`src/rtl/instruction_sequencer.sv`:
```
// instruction_sequencer: fetch/decode/execute controller for the 16-bit datapath.
// It fetches each instruction as two bytes, low byte first, into IR. It then executes
// one register-file or PC operation per instruction.
// Build option: define ILLEGAL_TRAP_EN to trap opcodes 9..E. A trap sets the sticky Illegal
// flag and halts. Without it those opcodes behave as NOP and Illegal is tied low.
// FunSel codes: 000 dec, 001 inc, 010 load, 011 clr, 100 clr-high/write-low,
// 101 write-low, 110 write-high, 111 sign-ext low.
module instruction_sequencer #(
  parameter int OPW  = 4,
  parameter int NREG = 4
) (
  input  logic            Clock,
  input  logic            Reset,
  input  logic            Run,
  input  logic            Mem_Ready,
  input  logic [15:0]     IROut,
  input  logic            Z,
  output logic            Mem_RD,
  output logic            PC_E,
  output logic [2:0]      PC_FunSel,
  output logic            IR_E,
  output logic [2:0]      IR_FunSel,
  output logic [NREG-1:0] RF_RegSel,
  output logic [2:0]      RF_FunSel,
  output logic            Halted,
  output logic            Illegal,
  output logic [1:0]      State
);

  typedef enum logic [2:0] {
    ST_IDLE    = 3'd0,
    ST_FETCH_L = 3'd1,
    ST_FETCH_H = 3'd2,
    ST_DECODE  = 3'd3,
    ST_EXEC    = 3'd4
  } state_t;

  localparam logic [3:0] OP_NOP  = 4'h0;
  localparam logic [3:0] OP_LDI  = 4'h1;
  localparam logic [3:0] OP_INC  = 4'h2;
  localparam logic [3:0] OP_DEC  = 4'h3;
  localparam logic [3:0] OP_CLR  = 4'h4;
  localparam logic [3:0] OP_LDH  = 4'h5;
  localparam logic [3:0] OP_BRA  = 4'h6;
  localparam logic [3:0] OP_BNZ  = 4'h7;
  localparam logic [3:0] OP_SEX  = 4'h8;
  localparam logic [3:0] OP_HALT = 4'hF;

  localparam logic [2:0] FS_DEC   = 3'b000;
  localparam logic [2:0] FS_INC   = 3'b001;
  localparam logic [2:0] FS_CLR   = 3'b011;
  localparam logic [2:0] FS_CHWL  = 3'b100;
  localparam logic [2:0] FS_WLOW  = 3'b101;
  localparam logic [2:0] FS_WHIGH = 3'b110;
  localparam logic [2:0] FS_SEXT  = 3'b111;

`ifdef ILLEGAL_TRAP_EN
  localparam bit TRAP_EN = 1'b1;
`else
  localparam bit TRAP_EN = 1'b0;
`endif

  state_t            state_r;
  state_t            state_next_s;
  logic [OPW-1:0]    op_s;
  logic              illegal_op_s;
  logic [NREG-1:0]   onehot_s;
  logic              unused_s;

  assign op_s         = IROut[15:16-OPW];
  // Opcodes 9..E are undefined in this instruction set.
  assign illegal_op_s = (op_s >= 4'h9) && (op_s <= 4'hE);
  // IR[9:8] carries no meaning for any opcode.
  assign unused_s     = ^IROut[9:8];

  // Register-select one-hot decode from IR[11:10].
  always_comb begin
    onehot_s = {NREG{1'b0}};
    onehot_s[IROut[11:10]] = 1'b1;
  end

  // Next-state logic; Run is only looked at while idle.
  always_comb begin
    state_next_s = state_r;
    case (state_r)
      ST_IDLE: begin
        if (Run) state_next_s = ST_FETCH_L;
        else     state_next_s = ST_IDLE;
      end
      ST_FETCH_L: begin
        if (Mem_Ready) state_next_s = ST_FETCH_H;
        else           state_next_s = ST_FETCH_L;
      end
      ST_FETCH_H: begin
        if (Mem_Ready) state_next_s = ST_DECODE;
        else           state_next_s = ST_FETCH_H;
      end
      ST_DECODE: state_next_s = ST_EXEC;
      ST_EXEC: begin
        if (op_s == OP_HALT)                state_next_s = ST_IDLE;
        else if (TRAP_EN && illegal_op_s)   state_next_s = ST_IDLE;
        else                                state_next_s = ST_FETCH_L;
      end
      default: state_next_s = ST_IDLE;
    endcase
  end

  // State register; async reset abandons any in-flight instruction.
  always_ff @(posedge Clock or posedge Reset) begin
    if (Reset) state_r <= ST_IDLE;
    else       state_r <= state_next_s;
  end

`ifdef ILLEGAL_TRAP_EN
  logic illegal_r;

  // Sticky illegal-opcode flag, cleared only by Reset.
  always_ff @(posedge Clock or posedge Reset) begin
    if (Reset)                                     illegal_r <= 1'b0;
    else if ((state_r == ST_EXEC) && illegal_op_s) illegal_r <= 1'b1;
    else                                           illegal_r <= illegal_r;
  end

  assign Illegal = illegal_r;
`else
  assign Illegal = 1'b0;
`endif

  // Control decode. Every FunSel idles at 000, which is "decrement".
  // So each enable is raised only in the cycle that owns it.
  always_comb begin
    Mem_RD    = 1'b0;
    PC_E      = 1'b0;
    PC_FunSel = 3'b000;
    IR_E      = 1'b0;
    IR_FunSel = 3'b000;
    RF_RegSel = {NREG{1'b0}};
    RF_FunSel = 3'b000;
    Halted    = 1'b0;
    State     = 2'd0;
    case (state_r)
      ST_IDLE: begin
        Halted = 1'b1;
        State  = 2'd0;
      end
      ST_FETCH_L: begin
        Mem_RD = 1'b1;
        State  = 2'd1;
        if (Mem_Ready) begin
          IR_E      = 1'b1;
          IR_FunSel = FS_WLOW;
          PC_E      = 1'b1;
          PC_FunSel = FS_INC;
        end else begin
          IR_E = 1'b0;
          PC_E = 1'b0;
        end
      end
      ST_FETCH_H: begin
        Mem_RD = 1'b1;
        State  = 2'd2;
        if (Mem_Ready) begin
          IR_E      = 1'b1;
          IR_FunSel = FS_WHIGH;
          PC_E      = 1'b1;
          PC_FunSel = FS_INC;
        end else begin
          IR_E = 1'b0;
          PC_E = 1'b0;
        end
      end
      ST_DECODE: begin
        State = 2'd3;
      end
      ST_EXEC: begin
        State = 2'd3;
        case (op_s)
          OP_LDI: begin RF_RegSel = onehot_s; RF_FunSel = FS_CHWL;  end
          OP_INC: begin RF_RegSel = onehot_s; RF_FunSel = FS_INC;   end
          OP_DEC: begin RF_RegSel = onehot_s; RF_FunSel = FS_DEC;   end
          OP_CLR: begin RF_RegSel = onehot_s; RF_FunSel = FS_CLR;   end
          OP_LDH: begin RF_RegSel = onehot_s; RF_FunSel = FS_WHIGH; end
          OP_SEX: begin RF_RegSel = onehot_s; RF_FunSel = FS_SEXT;  end
          OP_BRA: begin PC_E = 1'b1; PC_FunSel = FS_CHWL; end
          OP_BNZ: begin
            if (!Z) begin
              PC_E      = 1'b1;
              PC_FunSel = FS_CHWL;
            end else begin
              PC_E      = 1'b0;
            end
          end
          OP_NOP:  PC_E = 1'b0;
          OP_HALT: PC_E = 1'b0;
          default: PC_E = 1'b0;
        endcase
      end
      default: begin
        Halted = 1'b1;
        State  = 2'd0;
      end
    endcase
  end

endmodule

```
`config.mk`:
```
export PLATFORM = sky130hd
export DESIGN_NAME = instruction_sequencer
export DESIGN_NICKNAME = d
export VERILOG_FILES = /design/src/rtl/instruction_sequencer.sv
export SDC_FILE = /design/constraint.sdc
export NUM_CORES = 1
export LEC_CHECK = 0
export ABC_AREA = 1
export BUFFER_PORTS_ARGS = -buffer_cell sky130_fd_sc_hd__clkbuf_2
export CAP_MARGIN = 10
export CORE_MARGIN = 2
export CORE_UTILIZATION = 30
export CTS_BUF_LIST = sky130_fd_sc_hd__clkbuf_8
export CTS_CLUSTER_SIZE = 10
export DETAILED_ROUTE_END_ITERATION = 10
export GPL_TIMING_DRIVEN = 0
export PLACE_DENSITY = 0.66
export SYNTH_ARGS = -nofsm -noshare
export SYNTH_HDL_FRONTEND = slang
export SYNTH_SLANG_ARGS = --single-unit
```
`constraint.sdc`:
```
create_clock -name Clock -period 2.3 [get_ports Clock]
set_clock_uncertainty 0.2 [all_clocks]
set_input_delay 0.345 -clock Clock [delete_from_list [all_inputs] [get_ports Clock]]
set_output_delay 0.345 -clock Clock [all_outputs]
set_load 0.005 [all_outputs]
```
==> impl_results.md, run 1 <==
- Most frequent cells in the layout: clkbuf_2 (28), nand2_1 (18), inv_1 (11)
- Min Tclk post-route: roughly 1.8 ns
- Max FFs per register: 3
- CTS Root Buffer Type: clkbuf_8
- Reg2Reg Setup Slack: approximately 1.2 ns
- CP max stage delay: 0.41 ns
- Sink Count: 3
- Seq/Total Area, Yosys: 16.1%
- CP max stage cell: dfrtp_1
- Initial core utilization: 31.6%
- Worst path depth: 6
- CP Launch Point: state_r[0]$_DFF_PP0_
- Final RePlAce weighted congestion: approximately 0.8
- Post-layout util: 46.5%
- Largest net degree at the start of global routing: 8
- YS warnings: 0
- EDFF count, synth: 0
- Setup TNS: 0 ns
- Async set-reset flop share out of synthesis: 100%
- Detailed Place HPWL: 875 µm
- Post-CTS Repair Setup Buffers: 0
- Yosys top cell by area: dfrtp_1
- Fillers: between 150 and 200
- Commonest non-fill, non-tap cell in the layout: clkbuf_2
- Post-route ant nets: 0
- CORE AREA: approximately 1500 µm²
- Crit path arrival time: 1.24 ns
- Total track usage: 11.5%
- Setup CP Type: reg2out
- Max Clk Rate: 559 MHz
- CTS Buf Count: 3
- Final Hold Vio Count: 0
- DRC: 0
- Number of global-route vias before repair: between 400 and 500
- Static Leak: 0.452 nW
- Top cell type's share of synthesized area: around 16%
- Reg2Reg Depth: 5
- FF+latch count, synth: 3
- Share of cells above drive strength 1: about half
- Gr ovfl total: 0
- Vias per cell: around 4.2
- Crit-path leading delay family: flip-flops
- Area growth syn-to-layout: 47.0%
- Initial DRC Count: 8
- Worst hold stages: 3
- Synth unique cells: 19
- Post-synthesis cell count: ~80
- Diodes inserted: 0
- First-pass DRT Iterations: 2
- CTS tree: built
- Ys flop type: dfrtp_1
- Die ar.: 1880 µm²
- Top flop regs: state_r x3
- Max Cap Violations: 0
- Clk buf depth: 2
- Status: completed
- DRT Wirelength: between 900 and 1000 µm
- HP Class: in2reg
- Row cnt: 14
- First-pass GRT wire length: 1710 µm
- Final Setup Violations: 0
- Vias post-DR: 559
- Post-CTS sizing: 0
- Worst Path Required: around 1.8 ns
- RSZ-0062 raised after global routing: false
- Power density cells: 850 nW/µm²
- Routed len/inst: 7.55 µm
- Slew Limit Fails: 0
- Width of the die: 43.4 µm
- I/O Buffers: 28
- Final period util: slightly below 80%
- Htree depth: 1
- NumNets Final: 138
- Setup crit end kind: output port
- Reg clk slew, reported paths: 0.03 ns
- Worst skew pair latency: around 0.21 ns
- Reg with most FFs: state_r
- Critical path capture point: RF_RegSel[0]
- Initial antenna violation count: 0
- Die height: 43.4 µm
- CP max FO: 7
- Placed insts: 127
- Placement Setup Slack: 0.658 ns
- R2r endpoint: state_r[0]$_DFF_PP0_
- Synthesized area: 465 µm²
- Startpoint Class: flop
- Synth area leaders: dfrtp_1 (16%), nand2_1 (15%), nand3_1 (11%), nor2_2 (9.4%), inv_1 (8.1%)
- Bufs and invs on worst path: 3
- Peak VDD IR: 0.429 mV
- Avg Synthesized Cell Area: around 5.7 µm²
- Post-route insts no fill: 132
- Cell Chain, Critical Path: inv_2 > nand3_4 > clkinv_2 > nand3_1 > nor2_2 > clkbuf_2
- I/O pins: 41
- Setup ws final: 0.511 ns
- R2r startpoint: state_r[2]$_DFF_PP0_
cell families (layout without fill, tap and decap cells):
logic type	after synthesis	in the layout	share of synthesized area, %
and+or+nand+nor	55	55	61.3
buffers and inverters	21	54	18.8
DFF	3	3	16.1
AOI/OAI and AO/OA	2	2	2.96
other	1	2	0.806
worst min-delay path by stage:
stage | start | to | slack, ns
2_1_floorplan | Reset | state_r[0]$_DFF_PP0_ | -0.10
3_3_place_gp | Reset | state_r[1]$_DFF_PP0_ | -0.008
3_5_place_dp | Reset | state_r[1]$_DFF_PP0_ | -0.002
4_1_cts | Mem_Ready | state_r[1]$_DFF_PP0_ | 0.28
5_1_grt | Mem_Ready | state_r[1]$_DFF_PP0_ | 0.32
6_report | Mem_Ready | state_r[1]$_DFF_PP0_ | 0.29
tightest hold or removal path, cell delays in order:
cell	delay, ns
clkbuf_2	0.13
nand4_1	0.12
nand2_1	0.06
per-stage QoR:
step | hold slack [ns] | instance area (µm²) | power [mW]
floorplan | -0.101 | 469 | 0.310
global placement | -0.00760 | 629 | 0.434
detailed placement | -0.00199 | 629 | 0.442
CTS | 0.282 | 684 | 0.593
global route | 0.318 | 684 | 0.644
finish | 0.291 | 684 | 0.582
cells in the mapped netlist (2+ instances only):
library cell / n
inv_2: 8
nor2_1: 10
buf_4: 2
dfrtp_1: 3
nor2_2: 7
inv_1: 10
nand3_1: 10
nand2_1: 18
nand2_2: 4
power by group:
group / total [mW] / switching (mW) / internal (mW) / leakage (nW)
combinational: 0.336 / 0.196 / 0.140 / 0.387
sequential: 0.101 / 0.0266 / 0.0744 / 0.0387
clock: 0.144 / 0.0310 / 0.113 / 0.0269
total: 0.582 / 0.254 / 0.328 / 0.452
layer usage:
| metal | track usage [%] | wire length (µm) |
|---|---|---|
| met1 | 15.4 | 454 |
| met2 | 18.2 | 469 |
| met3 | 1.67 | 72 |
| met4 | 5.45 | 0 |
| met5 | 0 | 0 |
repair_timing:
action | 4_1_cts | 5_1_grt
hold endpoints to repair | 3 | 0
setup endpoints to repair | 0 | 0
hold buffers | 1 | 0
layout make-up:
type | instances | area, µm² | share of cell area, %
plain buffers | 2 | 15.0 | 2.19
clock buffers | 3 | 41.3 | 6.03
clock inverters | 1 | 3.75 | 0.548
inverters | 19 | 72.6 | 10.6
multi-input cells | 59 | 307 | 44.8
flip-flops and latches | 3 | 75.1 | 11.0
well taps | 16 | 20.0 | 2.93
repair buffers | 29 | 150 | 21.9
No activity file was read; power rests on OpenSTA's default activity.
==> run 2, diff against run 1 <==
Settings changed: ABC_AREA 1 to 0, PLACE_DENSITY 0.66 to 0.7.
Clock period 2.3 ns to 1.7 ns, I/O delays scaled along.
==> run 2 against run 1 <==
  * The run now ends with setup timing left
  * Critical endpoint unchanged
  * Area after synthesis shrank 16%
  * Global-route usage grew 6.4 points
  * First-iteration DRC count shrank 75%
  * Final cell count shrank 13%
  * Critical path type unchanged
==> impl_results.md, run 2 <==
- Most common cell in the netlist: nor2_1
- Yosys top cell by area: dfrtp_1
- Largest net degree at the start of global routing: 11
- FF+latch count, synth: 3
- Switch Pwr: 0.418 mW
- Most frequent cells in the layout: clkbuf_2 (16), buf_2 (11), buf_4 (9)
- NumNets Final: 122
- Min Tclk post-route: 1.85 ns
- Gate power share: 67.8%
- First-pass GRT wire length: roughly 2000 µm
- CTS Buf Count: 3
- Failing checks: setup timing
- Synth unique cells: 21
- Peak VDD IR: between 0.8 and 0.9 mV
- Row cnt: 13
- Crit path arrival time: 1.39 ns
- CP max stage cell: dfrtp_1
- Async set-reset flop share out of synthesis: 100%
- Synth cell count leaders: nor2_1 (11), inv_1 (6), nor3_1 (6)
- Status: finished, violations left
- Worst path depth: 5
- Worst Path Required: roughly 1.2 ns
- Fillers: 111
- Setup CP Type: reg2out
- Sw frac: 41.4%
- Synth area leaders: dfrtp_1 (19%), nor2_1 (11%), a2111oi_1 (10%), nor3_1 (7.7%), inv_1 (5.8%)
- Sequential share of power: 12.4%
- Final period util: 109%
- Final Setup Violations: 11
- Reg2Reg Depth: 4
- Initial antenna violation count: 0
- Sink Count: 3
- Number of global-route vias before repair: 482
- I/O pins: 41
- CP max FO: 7
- Clk pwr share: 19.8%
- CORE AREA: 1250 µm²
- Setup crit end kind: output port
- Max Cap Violations: 0
- Ys flop type: dfrtp_1
- DRC: 0
- Setup TNS: -1.12 ns
- Detailed Place HPWL: 831 µm
- Seq/Total Area, Yosys: about a fifth
- Width of the die: 40.1 µm
- Placed insts: 102
- EDFF count, synth: 0
- Avg Synthesized Cell Area: 6.75 µm²
- Slew Limit Fails: 0
- Diodes inserted: 0
- YS warnings: 0
- Commonest non-fill, non-tap cell in the layout: clkbuf_2
- Worst hold stages: 3
- Htree depth: 1
- Max Clk Rate: 541 MHz
- Worst skew pair latency: 0.22 ns
- Routed len/inst: 11.8 µm
- Cell Chain, Critical Path: nor2_2 > nand2_2 > buf_8 > a2111oi_4 > buf_2
- Gr ovfl total: 0
- Clk buf depth: 2
- Post-synthesis cell count: 58
- Post-route ant nets: 0
- CTS Root Buffer Type: clkbuf_8
- HP Class: in2reg
- Top flop regs: state_r x3
- Initial DRC Count: 2
- Reg clk slew, reported paths: 0.03 ns
- Vias post-DR: ~560
- CTS tree: built
- Total track usage: between 15 and 20%
- CP max stage delay: between 0.3 and 0.4 ns
- RSZ-0062 raised after global routing: true
- Post-layout util: 68.2%
- First-pass DRT Iterations: 2
- Final RePlAce weighted congestion: ~0.63
- Die ar.: 1610 µm²
- Setup ws final: -0.149 ns
- Initial core utilization: a little under a third
- Die height: 40.1 µm
- Bufs and invs on worst path: 2
- Final Hold Vio Count: 0
- DRT Wirelength: roughly 1400 µm
- Static Leak: 0.406 nW
- Area growth syn-to-layout: 118%
- Post-route insts no fill: 115
- Tot Pwr: ~1.0 mW
- Synthesized area: 392 µm²
- Vias per cell: just under 5
- Startpoint Class: flop
- Share of cells above drive strength 1: around 64%
- P_int: slightly below 0.6 mW
- Power density cells: 1180 nW/µm²
- Max FFs per register: 3
- I/O Buffers: 28
- Top cell type's share of synthesized area: 19.2%
- Crit-path leading delay family: flip-flops
- Reg with most FFs: state_r
run 2: cell types whose count changed after synthesis, sizes merged, moves of 3 or more:
| cell | delta |
|---|---|
| inv | -12 |
| a2111oi | +4 |
| nand2 | -21 |
| nor3 | +5 |
| nor2 | -7 |
| nand3 | -11 |
| nor2b | +3 |
| o21ai | +5 |
run 2: logic make-up (layout without fill, tap and decap cells):
family	Yosys count	in the layout	synth area share [%]
DFF	3	3	19.2
xor gates and xnor gates	2	2	4.47
and+or+nand+nor	25	25	32.6
AOI/OAI and AO/OA	16	16	28.8
muxes	1	1	2.56
other	1	2	0.958
buffers and inverters	10	51	11.5
run 2: worst min-delay path: cells and delay by family:
family | cells | cell delay [ns]
buffers and inverters | 1 | 0.08
AOI/OAI and AO/OA | 2 | 0.21
run 2: per-layer routing:
layer | routed length [µm] | track usage [%] | vias up
li1 | - | - | 285
met1 | 530 | 20.1 | 259
met2 | 738 | 33.5 | 18
met3 | 79 | 5.00 | 2
met4 | 14 | 2.59 | 0
met5 | 0 | 0 | -
run 2: stage by stage:
step                setup slack (ns)  instance area (µm²)  hold slack [ns]
floorplan                    -0.0213                  395           -0.191
global placement              -0.293                  554          -0.0968
detailed placement            -0.306                  554          -0.0980
CTS                          -0.0888                  801            0.184
global route                  -0.217                  855            0.208
finish                        -0.149                  855            0.179
run 2: power by group through the flow:
stage / sequential (mW) / clock [mW] / combinational [mW]
after floorplan: 0.123 / 0 / 0.247
after global routing: 0.128 / 0.219 / 0.749
final: 0.125 / 0.200 / 0.686
after detailed placement: 0.132 / 0 / 0.413
after CTS: 0.119 / 0.202 / 0.626
after global placement: 0.130 / 0 / 0.406
run 2: area by class of cell:
cell class	count	area, µm²	area share [%]
multi-input cells	46	432	50.5
repair buffers	37	220	25.8
flip-flops and latches	3	75.1	8.78
clock buffers	3	41.3	4.83
plain buffers	4	41.3	4.83
inverters	6	22.5	2.64
well taps	15	18.8	2.20
clock inverters	1	3.75	0.439
run 2: path summary, 6_finish.rpt:
path                                      startpoint  slack, ns              endpoint
worst max-delay path            state_r[1]$_DFF_PP0_      -0.15          RF_RegSel[0]
worst min-delay path                             Run       0.18  state_r[0]$_DFF_PP0_
worst max register to register  state_r[1]$_DFF_PP0_       0.47  state_r[0]$_DFF_PP0_
worst min register to register  state_r[2]$_DFF_PP0_       0.41  state_r[2]$_DFF_PP0_
max in group asynchronous                      Reset       0.95  state_r[2]$_DFF_PP0_
min in group asynchronous                      Reset       0.23  state_r[0]$_DFF_PP0_
run 2: what timing repair did:
action                                  in CTS  in global routing
hold endpoints to repair                     3                  0
setup buffers                                7                  3
pin swaps                                   10                  8
hold buffers                                 1                  0
endpoints found under the setup margin      16                 18
resized for setup                           30                 24
